File: src/rtl/pls_cnt_mod_pkg.sv
// pls_cnt_pkg: shared constants for the watch-datapath modulo-N pulse counter chains
//   EDGE_FALL/EDGE_RISE select the counted plsi edge, DIR_UP/DIR_DN encode dir
package pls_cnt_pkg;
   localparam int   EDGE_FALL = 0;
   localparam int   EDGE_RISE = 1;
   localparam logic DIR_UP    = 1'b0;
   localparam logic DIR_DN    = 1'b1;
endpackage

File: src/rtl/pls_cnt_mod_if.sv
// pls_cnt_mod_if: control/data bundle of one pulse counter stage
//   master drives clr, plsi, en, dir, ld, din; slave (the counter) drives qout, plso, tc
interface pls_cnt_mod_if #(parameter int W = 7);
   logic         clr;
   logic         plsi;
   logic         en;
   logic         dir;
   logic         ld;
   logic [W-1:0] din;
   logic [W-1:0] qout;
   logic         plso;
   logic         tc;
   modport master (output clr, plsi, en, dir, ld, din, input qout, plso, tc);
   modport slave  (input clr, plsi, en, dir, ld, din, output qout, plso, tc);
endinterface

File: src/rtl/pls_cnt_mod_sync_edge_det.sv
// sync_edge_det: multi-flop synchroniser plus edge-history flop for one async input
//   rst  async active-low reset, clk system clock, d async input
//   rise/fall one-cycle pulses on the synchronised rising/falling edge of d
module sync_edge_det #(
   parameter int SYNC_STAGES = 2
) (
   input  logic rst,
   input  logic clk,
   input  logic d,
   output logic rise,
   output logic fall
);
   if (SYNC_STAGES < 2) begin : g_bad_sync
      $error("sync_edge_det: SYNC_STAGES must be >= 2");
   end
   logic [SYNC_STAGES-1:0] s;
   logic                   h;
   always_ff @(posedge clk or negedge rst)
      if (!rst) begin
         s <= '0;
         h <= 1'b0;
      end else begin
         s <= {s[SYNC_STAGES-2:0], d};
         h <= s[SYNC_STAGES-1];
      end
   assign rise = s[SYNC_STAGES-1] & ~h;
   assign fall = ~s[SYNC_STAGES-1] & h;
endmodule

File: src/rtl/pls_cnt_mod.sv
// pls_cnt_mod: modulo-MOD up/down pulse counter with preset load, square carry and wrap pulse
//   rst  async active-low reset, clk system clock
//   bus  pls_cnt_mod_if.slave: clr/plsi async inputs, en/dir/ld/din sync controls,
//        qout count, plso = (qout >= MOD/2), tc one-cycle wrap pulse; all outputs registered
module pls_cnt_mod
   import pls_cnt_pkg::*;
#(
   parameter int MOD         = 100,
   parameter int W           = 7,
   parameter int SYNC_STAGES = 2,
   parameter int EDGE        = 0
) (
   input logic           rst,
   input logic           clk,
   pls_cnt_mod_if.slave  bus
);
   if (MOD < 2 || MOD > 2**W) begin : g_bad_mod
      $error("pls_cnt_mod: MOD must satisfy 2 <= MOD <= 2**W");
   end
   if (EDGE != EDGE_FALL && EDGE != EDGE_RISE) begin : g_bad_edge
      $error("pls_cnt_mod: EDGE must be 0 or 1");
   end
   localparam logic [W-1:0] TOP  = W'(MOD - 1);
   localparam logic [W-1:0] HALF = W'(MOD / 2);
   logic         p_rise, p_fall, c_rise;
   logic         cnt_ev, wrap, ntc;
   logic [W-1:0] q, step, ld_v, nq;
   logic         plso_r, tc_r;
   sync_edge_det #(.SYNC_STAGES(SYNC_STAGES)) u_pls (
      .rst(rst), .clk(clk), .d(bus.plsi), .rise(p_rise), .fall(p_fall));
   sync_edge_det #(.SYNC_STAGES(SYNC_STAGES)) u_clr (
      .rst(rst), .clk(clk), .d(bus.clr), .rise(c_rise), .fall());
   assign cnt_ev = bus.en & (EDGE == EDGE_RISE ? p_rise : p_fall);
   assign wrap   = bus.dir == DIR_DN ? q == '0 : q == TOP;
   assign step   = bus.dir == DIR_DN ? (wrap ? TOP : q - 1'b1) : (wrap ? '0 : q + 1'b1);
   assign ld_v   = bus.din > TOP ? TOP : bus.din;
   // clear beats load beats count; a dropped event simply never happened
   assign nq     = c_rise ? '0 : bus.ld ? ld_v : cnt_ev ? step : q;
   assign ntc    = ~c_rise & ~bus.ld & cnt_ev & wrap;
   // plso comes from the next count so it is registered in step with qout
   always_ff @(posedge clk or negedge rst)
      if (!rst) begin
         q      <= '0;
         plso_r <= 1'b0;
         tc_r   <= 1'b0;
      end else begin
         q      <= nq;
         plso_r <= nq >= HALF;
         tc_r   <= ntc;
      end
   assign bus.qout = q;
   assign bus.plso = plso_r;
   assign bus.tc   = tc_r;
endmodule
File: src/flat_wrapper.sv
// flat-port wrapper written by rule: the top's interface ports become plain ports
module pls_cnt_mod_flat import pls_cnt_pkg::*;
#(
   parameter int MOD         = 100,
   parameter int W           = 7,
   parameter int SYNC_STAGES = 2,
   parameter int EDGE        = 0
)
  (rst, clk, bus_clr, bus_plsi, bus_en, bus_dir, bus_ld, bus_din, bus_qout, bus_plso, bus_tc);
  pls_cnt_mod_if #(.W(W)) bus_i ();
  input logic rst;
  input logic clk;
  input wire logic [$bits(bus_i.clr)-1:0] bus_clr;
  input wire logic [$bits(bus_i.plsi)-1:0] bus_plsi;
  input wire logic [$bits(bus_i.en)-1:0] bus_en;
  input wire logic [$bits(bus_i.dir)-1:0] bus_dir;
  input wire logic [$bits(bus_i.ld)-1:0] bus_ld;
  input wire logic [$bits(bus_i.din)-1:0] bus_din;
  output wire logic [$bits(bus_i.qout)-1:0] bus_qout;
  output wire logic [$bits(bus_i.plso)-1:0] bus_plso;
  output wire logic [$bits(bus_i.tc)-1:0] bus_tc;
  assign bus_i.clr = bus_clr;
  assign bus_i.plsi = bus_plsi;
  assign bus_i.en = bus_en;
  assign bus_i.dir = bus_dir;
  assign bus_i.ld = bus_ld;
  assign bus_i.din = bus_din;
  assign bus_qout = bus_i.qout;
  assign bus_plso = bus_i.plso;
  assign bus_tc = bus_i.tc;
  pls_cnt_mod #(.MOD(MOD), .W(W), .SYNC_STAGES(SYNC_STAGES), .EDGE(EDGE)) u_core (.rst(rst), .clk(clk), .bus(bus_i));
endmodule
File: config.mk
export PLATFORM = sky130hd
export DESIGN_NAME = pls_cnt_mod_flat
export DESIGN_NICKNAME = d
export VERILOG_FILES = /design/src/rtl/pls_cnt_mod_pkg.sv /design/src/rtl/pls_cnt_mod_if.sv /design/src/rtl/pls_cnt_mod_sync_edge_det.sv /design/src/rtl/pls_cnt_mod.sv /design/src/flat_wrapper.sv
export SDC_FILE = /design/constraint.sdc
export NUM_CORES = 1
export LEC_CHECK = 0
export BUFFER_PORTS_ARGS = -buffer_cell sky130_fd_sc_hd__buf_4
export CAP_MARGIN = 25
export CORE_MARGIN = 2
export CORE_UTILIZATION = 45
export DETAILED_ROUTE_END_ITERATION = 16
export PLACE_DENSITY = 0.71
export SYNTH_ARGS = -nofsm -noshare
export SYNTH_HDL_FRONTEND = slang
export SYNTH_SLANG_ARGS = --single-unit
export TNS_END_PERCENT = 20
File: constraint.sdc
create_clock -name clk -period 1.7 [get_ports clk]
set_input_delay 0.17 -clock clk [delete_from_list [all_inputs] [get_ports clk]]
set_output_delay 0.17 -clock clk [all_outputs]
set_load 0.01 [all_outputs]
==> results.md, run 1 <==
* Status: finished with violations
* Failing checks: negative setup slack
* Period utilization at 1.07
* R2r worst-path depth at 9
* Die Y at 50.6 um
* Critical path data arrival time at around 2.0 ns
* Comb pwr share at 0.340
* Int Power at 0.000635 W
* Multi-input logic area at roughly 610 um2
* Met2 wire len at around 1400 um
* Hold Fails Final Rpt at 0
* VDD IR max at between 0.5 and 0.6 mV
* CTS tree: built
* Unrepaired setup endpoints after global routing: true
* Share of cells above drive strength 1 at 0.446
* Synthesized flop and latch total at 15
* Top Layer Used: met4
* Synthesized cell area at around 980 um2
* DP Worst Slack at -0.187 ns
* Leak pwr at ~0.56 nW
* Pin count of the biggest net entering global routing at 18
* Nets at 157
* Vias at a little under 1,000
* Num CTS Buffers at 3
* HP Class: in2reg
* Kind of end point of the critical path: flop
* Reg power frac at 0.441
* Clock tree sinks at 15
* Clock Skews at around 0.0019 ns
* FMAX at around 550 MHz
* Vias in the first global route at around 980
* Worst setup SP type: flop
* Final antenna-violating net count at 0
* Switching power at 0.000317 W
* Post-synth EDFFs at 0
* Core area at around 0.002 mm2
* Residual DRC at 0
* Syn_nets at 118
* Floorplan row count at 16
* First-pass GRT wire length at 4480 um
* Worst Path Buf+Inv at 2
* Worst hold slack at between 0.1 and 0.15 ns
* Req. time, crit path at roughly 1.9 ns
* DR WL/cell at roughly 16 um
* Slew margin rel. at 0.762
* Routability cong. at 0.932
* Crit path cell chain: inv_2 -> ha_1 -> buf_4 -> mux2i_1 -> nor2_1 -> xnor2_1 -> a21oi_2 -> nor4b_2 -> nor2_1
* Largest fanout on the critical path at 6
* Initial antenna violation count at 0
* Critical R2R Launch: u_core.bus.qout[0]
* Die width at 50.6 um
* Initial Util at 0.488
* CTS root buffer: clkbuf_4
* Total gr overflow at 0
* Final TNS setup at -0.153 ns
* Die area at 0.00256 mm2
* Fraction of registers with async set/reset at 1.00
* Hold EP: u_core.bus.qout[2]
* Internal reg-to-reg setup slack at -0.13 ns
* Max-cap violations at 0
* Netlist cell types at 43
* Total power draw at between 0.0009 and 0.001 W
* Worst reg2reg endpoint: u_core.bus.plso
* Clock-pin slew on the worst setup and hold paths at roughly 0.090 ns
* Clock network power share at 0.219
* H-tree Lvls at 1
* Met1 Wirelength at about 1100 um
* Filler cells at roughly 180
* Crit path time final at around 1.8 ns
* Crit-path slowest cell: dfrtp_2
* DR pass1 iterations at 4
* Syn Inst Count at a little over 100
* Register area share after synthesis at 0.384
* Postcts setup bufs at 0
* Slew @ Worst Pin at about 0.36 ns
* GRT Total Usage at 0.236
* Port Buffers at 22
* Ant diodes at 0
* Area grow syn2layout at 39.2%
* Clk_lat worst skew at roughly 0.28 ns
* Initial DRC count at 23
* Warnings from Yosys at 0
* CTS max path bufs at 2
* CP Class: reg2reg
* Top Family by Delay on Critical Path: flip-flops
* Max-slew violation count at 0
* Worst path most repeated cell: nor2_1
* Hold-critical path depth at 3
* Met3 Wirelength at roughly 140 um
* Top FF cell, synth: dfrtp_1
* Vias/cell at ~5.8
* Switching Fraction at 0.333
* Final setup viols at 2
* Setup WS post-layout at -0.126 ns
* Reg area at about 380 um2
* Hold path start: bus_din[2]
* DP HPWL at 1940 um
* CP max stage delay at ~0.43 ns
* Final wirelength at 2710 um
* Ports at 23
* Mean area per synthesized cell at around 9.7 um2
* Pwr dens at around 700 mW/mm2
[power groups by stage]
stage | clock network (W) | logic (W) | registers (W)
2_1_floorplan | 0 | 0.000152 | 0.000428
3_3_place_gp | 0 | 0.000292 | 0.000421
3_5_place_dp | 0 | 0.000297 | 0.000423
4_1_cts | 0.000215 | 0.000313 | 0.000418
5_1_grt | 0.000232 | 0.000349 | 0.000424
6_report | 0.000208 | 0.000324 | 0.000419
[stage by stage]
stage	cell area (um2)	instances	utilization
5_1_grt	1360	166	0.679
2_1_floorplan	985	101	-
3_3_place_gp	1250	159	0.626
6_report	1360	166	0.679
3_5_place_dp	1250	159	0.626
4_1_cts	1340	166	0.671
[area by class of cell]
| class | instances | share of cell area |
|---|---|---|
| Clock buffer | 3 | 0.0166 |
| Tap cell | 27 | 0.0248 |
| Sequential cell | 15 | 0.279 |
| Timing Repair Buffer | 38 | 0.215 |
| Multi-Input combinational cell | 77 | 0.447 |
| Clock inverter | 1 | 0.00368 |
| Inverter | 5 | 0.0138 |
[synthesized netlist by cell type (all sizes together) (2+ instances only)]
cell type,count,share of area
a21oi,6,0.038
a31oi,2,0.013
buf,3,0.024
dfrtp,15,0.38
ha,3,0.038
inv,5,0.019
nand2,7,0.027
nand4b,3,0.027
nor2,7,0.027
nor2b,5,0.032
nor3,4,0.026
nor4,2,0.013
o21ai,10,0.051
or3,2,0.023
xnor2,3,0.027
[kinds of logic after synthesis]
logic type,count (synthesis),synth area share
mux,1,0.0102
fa+ha+maj,3,0.0384
flops,15,0.384
xor+xnor,3,0.0269
compound gates,29,0.220
buf+inv,9,0.0474
simple gates,41,0.273
[state kept, by name, summed over array words and instances (netlist names)]
| signal | cells |
|---|---|
| u_core.u_pls.h | 1 |
| u_core.bus.qout | 7 |
| u_core.bus.tc | 1 |
| u_core.u_clr.s | 2 |
| u_core.u_clr.h | 1 |
| u_core.bus.plso | 1 |
| u_core.u_pls.s | 2 |
[layer usage]
metal / up-vias / global-route usage
met5: - / 0
met4: 0 / 0.108
met3: 11 / 0.0387
met2: 49 / 0.382
met1: 451 / 0.309
li1: 453 / -
[repair_timing]
| action | 4_1_cts | 5_1_grt |
|---|---|---|
| hold buffers | 3 | 0 |
| pin swaps | 1 | 4 |
| endpoints found under the setup margin | 2 | 3 |
| hold endpoints to repair | 17 | 0 |
| gates resized for setup | 8 | 6 |
[tightest hold or removal path, cell delays in order]
cell,delay [ns]
buf_4,0.09
nand2_1,0.04
o21ai_0,0.06
[cells in the final DEF, fill, tap and decap left out, types with 2 or more instances in the layout]
cell type / count
a21oi_1: 4
a31oi_1: 2
buf_4: 35
clkbuf_4: 3
dfrtp_1: 12
dfrtp_2: 3
dlygate4sd3_1: 3
ha_1: 2
inv_1: 3
inv_2: 2
nand2_1: 7
nand4b_1: 3
nor2_1: 7
nor2b_1: 5
nor3_1: 2
nor3_2: 2
nor4_2: 2
o21ai_0: 8
or3_4: 2
xnor2_1: 2
[worst max path at each step]
stage / slack [ns] / depth (start not counted) / start / endpoint
5_1_grt: -0.23 / 6 / u_core.u_pls.s[1] / u_core.bus.plso
6_report: -0.13 / 9 / u_core.bus.qout[0] / u_core.bus.plso
4_1_cts: -0.12 / 6 / u_core.bus.qout[2] / u_core.bus.plso
3_3_place_gp: -0.12 / 6 / u_core.bus.qout[2] / u_core.bus.plso
3_5_place_dp: -0.19 / 7 / u_core.bus.qout[2] / u_core.bus.plso
2_1_floorplan: -0.1 / 7 / u_core.bus.qout[2] / u_core.bus.plso
Power figures use the tool's default switching activity.
==> inputs of run 2 (changes only) <==
Settings changed: CORE_UTILIZATION 45 to 47, PLACE_DENSITY 0.71 to 0.74.
==> run 2 against run 1 <==
Largest power group unchanged. Sequential power about the same. The run still ends with negative setup slack left. Combinational power up 17%. Critical endpoint unchanged. Clock-buffer cell count did not move. Register-to-register slack about the same.
==> results.md, run 2 (synthesis gave the netlist of run 1 again) <==
* Worst hold slack at about 0.12 ns
* Area after DPL at 0.00128 mm2
* Max-slew violation count at 0
* CTS tree: built
* Residual DRC at 0
* Slew @ Worst Pin at 0.386 ns
* Clock Skews at just under 0.005 ns
* H-tree Lvls at 1
* Clock-pin slew on the worst setup and hold paths at roughly 0.09 ns
* CP Class: reg2reg
* Max-cap violations at 0
* GRT Total Usage at 0.251
* Ports at 23
* Total gr overflow at 0
* Slew margin rel. at 0.740
* Critical path data arrival time at between 2 and 2.5 ns
* Critical R2R Launch: u_core.u_pls.s[1]
* Vias/cell at 5.79
* Internal reg-to-reg setup slack at -0.12 ns
* HP Class: in2reg
* Setup WS post-layout at -0.121 ns
* Leak pwr at 0.611 nW
* Nets at 166
* Pwr dens at 694 mW/mm2
* Final wirelength at ~2800 um
* CTS root buffer: clkbuf_4
* Die width at between 40 and 50 um
* First-pass GRT wire length at between 4000 and 5000 um
* Final setup viols at 5
* Crit path from: u_core.u_pls.s[1]
* CTS max path bufs at 2
* Worst setup SP type: flop
* DR WL/cell at ~16 um
* Failing checks: negative setup slack
* Period utilization at 1.07
* Ant diodes at 0
* Pin count of the biggest net entering global routing at 18
* Kind of end point of the critical path: flop
* Multi-input logic area at between 600 and 700 um2
* CP Capture Point: u_core.bus.plso
* Hold Fails Final Rpt at 0
* Initial DRC count at 40
* Worst reg2reg endpoint: u_core.bus.plso
* Area grow syn2layout at 48.3%
* Share of cells above drive strength 1 at 0.486
* DP HPWL at between 1500 and 2000 um
* Filler cells at 151
* Floorplan row count at 16
* Largest fanout on the critical path at 4
* Routability cong. at 0.881
* Initial Util at 0.498
* Status: finished with violations
* Reg area at 378 um2
* R2r worst-path depth at 6
* Crit path time final at 1.82 ns
* Max FFs per register at 7
* Unrepaired setup endpoints after global routing: true
* VDD IR max at 0.697 mV
* DR pass1 iterations at 4
* Num CTS Buffers at 3
* Req. time, crit path at roughly 1.9 ns
* Vias in the first global route at 1,012
* Clock tree sinks at 15
* Fin cells at 175
* Final instance area at between 0.001 and 0.0015 mm2
* Die Y at 49.6 um
* Commonest non-fill, non-tap cell in the layout: buf_4
* Vias at a little over 1,000
* Initial antenna violation count at 0
* Final design utilization at 0.739
* FMAX at about 550 MHz
* Clk_lat worst skew at 0.29 ns
* Final TNS setup at -0.236 ns
* Dpl cells at between 150 and 200
* Port Buffers at 22
* Final antenna-violating net count at 0
* Core area at between 0.0015 and 0.002 mm2
* Die area at 0.00246 mm2
* Commonest cells after routing, fill and taps aside: 43 x buf_4, 13 x dfrtp_1, 7 x nand2_1
## run 2: cell types whose count changed in the layout (fill, tap and decap cells not counted), moves of 2 or more
cell	before	now
o21ai_1	1	4
ha_4	0	2
o21ai_0	8	5
buf_4	35	43
## run 2: worst min path at each step
stage / from / end / slack, ns / cells after the start
finish: bus_din[3] / u_core.bus.qout[3] / 0.12 / 3
global route: bus_din[3] / u_core.bus.qout[3] / 0.14 / 3
detailed placement: rst / u_core.u_clr.s[0] / 0.04 / 1
CTS: bus_din[3] / u_core.bus.qout[3] / 0.11 / 3
global placement: rst / u_core.u_clr.s[0] / 0.03 / 1
floorplan: rst / u_core.bus.plso / -0.13 / 0
## run 2: layer usage
| layer | GRT usage | up-vias | wire [um] |
|---|---|---|---|
| li1 | - | 470 | - |
| met4 | 0.0972 | 0 | 82 |
| met1 | 0.365 | 479 | 1250 |
| met3 | 0.0212 | 11 | 160 |
| met2 | 0.387 | 54 | 1320 |
| met5 | 0 | - | 0 |
## run 2: metrics by stage
| step | worst slack (ns) | total power [W] |
|---|---|---|
| after detailed placement | -0.121 | 0.000738 |
| after global placement | -0.0792 | 0.000732 |
| after global routing | -0.205 | 0.00106 |
| final | -0.121 | 0.00101 |
| after floorplan | -0.0993 | 0.000580 |
| after CTS | -0.0851 | 0.000972 |
## run 2: critical path, cell delays in order, from the launching register on
cell	delay, ns
dfrtp_1	0.40
nand3b_1	0.20
or3_4	0.38
o21bai_1	0.18
o32ai_2	0.40
nor4b_2	0.10
nor2_1	0.10
## run 2: layout make-up
class | count | area share
multi-input cells | 77 | 0.433
repair buffers | 47 | 0.251
clock buffers | 3 | 0.0155
inverters | 5 | 0.0130
flip-flops and latches | 15 | 0.261
clock inverters | 1 | 0.00345
well taps | 27 | 0.0233
## run 2: what timing repair did
item | CTS | global route
hold buffers | 3 | 0
endpoints found under the setup margin | 3 | 4
gates resized for setup | 7 | 13
pin swaps | 1 | 4
setup buffers | 3 | 2
hold endpoints to repair | 17 | 0
## run 2: power breakdown
group | total (W) | switching (W) | internal [W]
Sequential | 0.000418 | 0.0000338 | 0.000385
Combinational | 0.000379 | 0.000179 | 0.000200
Clock | 0.000207 | 0.000120 | 0.0000877
==> inputs of run 3 (changes only) <==
Settings changed: CORE_UTILIZATION 47 to 35, GPL_ROUTABILITY_DRIVEN set to 0, PLACE_DENSITY 0.74 to unset.
==> run 3 against run 2 <==
The run still ends with negative setup slack left. Register-to-register slack better by 0.02 ns. Highest routed layer unchanged. Sequential power about the same. Non-clock buffer count unchanged. Power down 4.5%. Critical path depth up 1. First-iteration DRC count down 43%. Maximum frequency up 1.2%. Flip-flop and latch count unchanged. Final cell count up 2.3%.
==> results.md, run 3 (synthesis gave the netlist of run 1 again) <==
* Status: finished with violations
* Share of cells above drive strength 1 at 0.453
* Worst hold slack at 0.131 ns
* Total gr overflow at 0
* Vias in the first global route at slightly above 900
* Req. time, crit path at around 1.9 ns
* Clock tree sinks at 15
* Initial DRC count at 23
* Commonest non-fill, non-tap cell in the layout: buf_4
* Setup WS post-layout at -0.0995 ns
* CTS root buffer: clkbuf_4
* Period utilization at 1.06
* Crit-path slowest cell: dfrtp_2
* Floorplan row count at 19
* Die Y at 56.8 um
* Final TNS setup at -0.125 ns
* CTS max path bufs at 2
* Max-cap violations at 0
* Ports at 23
* Num CTS Buffers at 3
* Top Family by Delay on Critical Path: compound AO/OA/AOI/OAI gates
* Critical R2R Launch: u_core.bus.qout[0]
* Final antenna-violating net count at 0
* First-pass GRT wire length at 4080 um
* Comb pwr share at 0.357
* Commonest cells after routing, fill and taps aside: 44 x buf_4, 13 x dfrtp_1, 9 x o21ai_0
* Nets at 166
* Worst setup SP type: flop
* Reg power frac at 0.436
* Critical path data arrival time at 1.97 ns
* Pin count of the biggest net entering global routing at 16
* Dpl cells at 170
* CTS tree: built
* Filler cells at around 260
* Crit path time final at 1.80 ns
* VDD IR max at a little under 0.5 mV
* Hold Fails Final Rpt at 0
* Kind of end point of the critical path: flop
* Failing checks: negative setup slack
* Vias at between 900 and 1,000
* HP Class: in2reg
* DR pass1 iterations at 4
* CP max stage delay at roughly 0.47 ns
* DP HPWL at around 1900 um
* Hold EP: u_core.bus.qout[2]
* Unrepaired setup endpoints after global routing: true
* Clock Skews at 0.00197 ns
* Cell count along the critical path at 7
* Hold-critical path depth at 3
* GRT Total Usage at 0.160
* Crit path cell chain: buf_4 -> or3b_2 -> o21ai_0 -> a2111o_1 -> o311ai_2 -> a21oi_1 -> nor2_1
* Core area at 0.00271 mm2
* Die width at 56.8 um
* H-tree Lvls at 1
* Vias/cell at approximately 5.2
* Pwr dens at 676 mW/mm2
* Initial antenna violation count at 0
* Final design utilization at 0.524
* Fin cells at 179
* Total power draw at 0.000960 W
* Slew margin rel. at 0.771
* CP Class: reg2reg
* Slew @ Worst Pin at approximately 0.34 ns
* Max-slew violation count at 0
* Clk_lat worst skew at between 0.2 and 0.3 ns
* Multi-input logic area at 597 um2
* Final wirelength at around 2400 um
* Worst reg2reg endpoint: u_core.bus.plso
* Switching power at approximately 0.00030 W
* Internal reg-to-reg setup slack at -0.1 ns
* Leak pwr at 0.602 nW
* Initial Util at 0.361
* Max FFs per register at 7
* R2r worst-path depth at 7
* Area grow syn2layout at 45.2%
* Ant diodes at 0
* Crit path from: u_core.bus.qout[0]
* Reg area at ~380 um2
* Largest fanout on the critical path at 6
* Final setup viols at 2
* Port Buffers at 22
* Clock network power share at 0.206
* Switching Fraction at 0.309
* Die area at ~0.0032 mm2
* Worst Path Buf+Inv at 1
* Hold path start: bus_din[2]
* Int Power at 0.000663 W
* DR WL/cell at ~14 um
* FMAX at 556 MHz
* Residual DRC at 0
* Clock-pin slew on the worst setup and hold paths at around 0.080 ns
-- run 3: changes by cell type in the layout (fill, tap and decap cells not counted), sizes merged --
cell,delta
clkbuf,+1
clkinv,-1
-- run 3: layer usage --
layer | routed length [um] | track usage | share of wire | up-vias
met1 | 1120 | 0.224 | 0.46 | 432
met4 | 30 | 0.0598 | 0.012 | 0
li1 | - | - | - | 473
met2 | 1170 | 0.257 | 0.48 | 23
met3 | 106 | 0.0138 | 0.044 | 4
met5 | 0 | 0 | 0 | -
-- run 3: per-stage QoR --
stage,instance area [um2],setup WS (ns)
after global placement,1310,-0.0844
final,1420,-0.0995
after floorplan,985,-0.0993
after global routing,1420,-0.193
after detailed placement,1310,-0.118
after CTS,1420,-0.109
-- run 3: worst register-to-register path: cells and delay by family (launching register included) --
family	cells	cell delay, ns
simple gates	2	0.51
flops	1	0.47
buf+inv	1	0.16
compound gates	4	0.56
-- run 3: timing repair --
action,4_1_cts,5_1_grt
endpoints found under the hold margin,17,0
resized for setup,10,0
setup endpoints to repair,4,6
setup buffers,2,0
hold buffers,3,0
pin swaps,1,1
-- run 3: worst max-delay path by stage --
stage / to / slack [ns]
floorplan: u_core.bus.plso / -0.1
global placement: u_core.bus.plso / -0.08
detailed placement: u_core.bus.plso / -0.12
CTS: u_core.bus.plso / -0.11
global route: u_core.bus.plso / -0.19
finish: u_core.bus.plso / -0.1
-- run 3: area by class of cell --
cell class,count,area share
clock buffers,4,0.0185
inverters,5,0.0132
multi-input cells,77,0.421
flip-flops and latches,15,0.266
well taps,31,0.0273
repair buffers,47,0.254
-- run 3: power by group through the flow --
stage	clock, W	combinational, W	sequential [W]
CTS	0.000212	0.000344	0.000419
detailed placement	0	0.000319	0.000424
global route	0.000224	0.000373	0.000424
finish	0.000198	0.000343	0.000419
global placement	0	0.000318	0.000422
floorplan	0	0.000152	0.000428
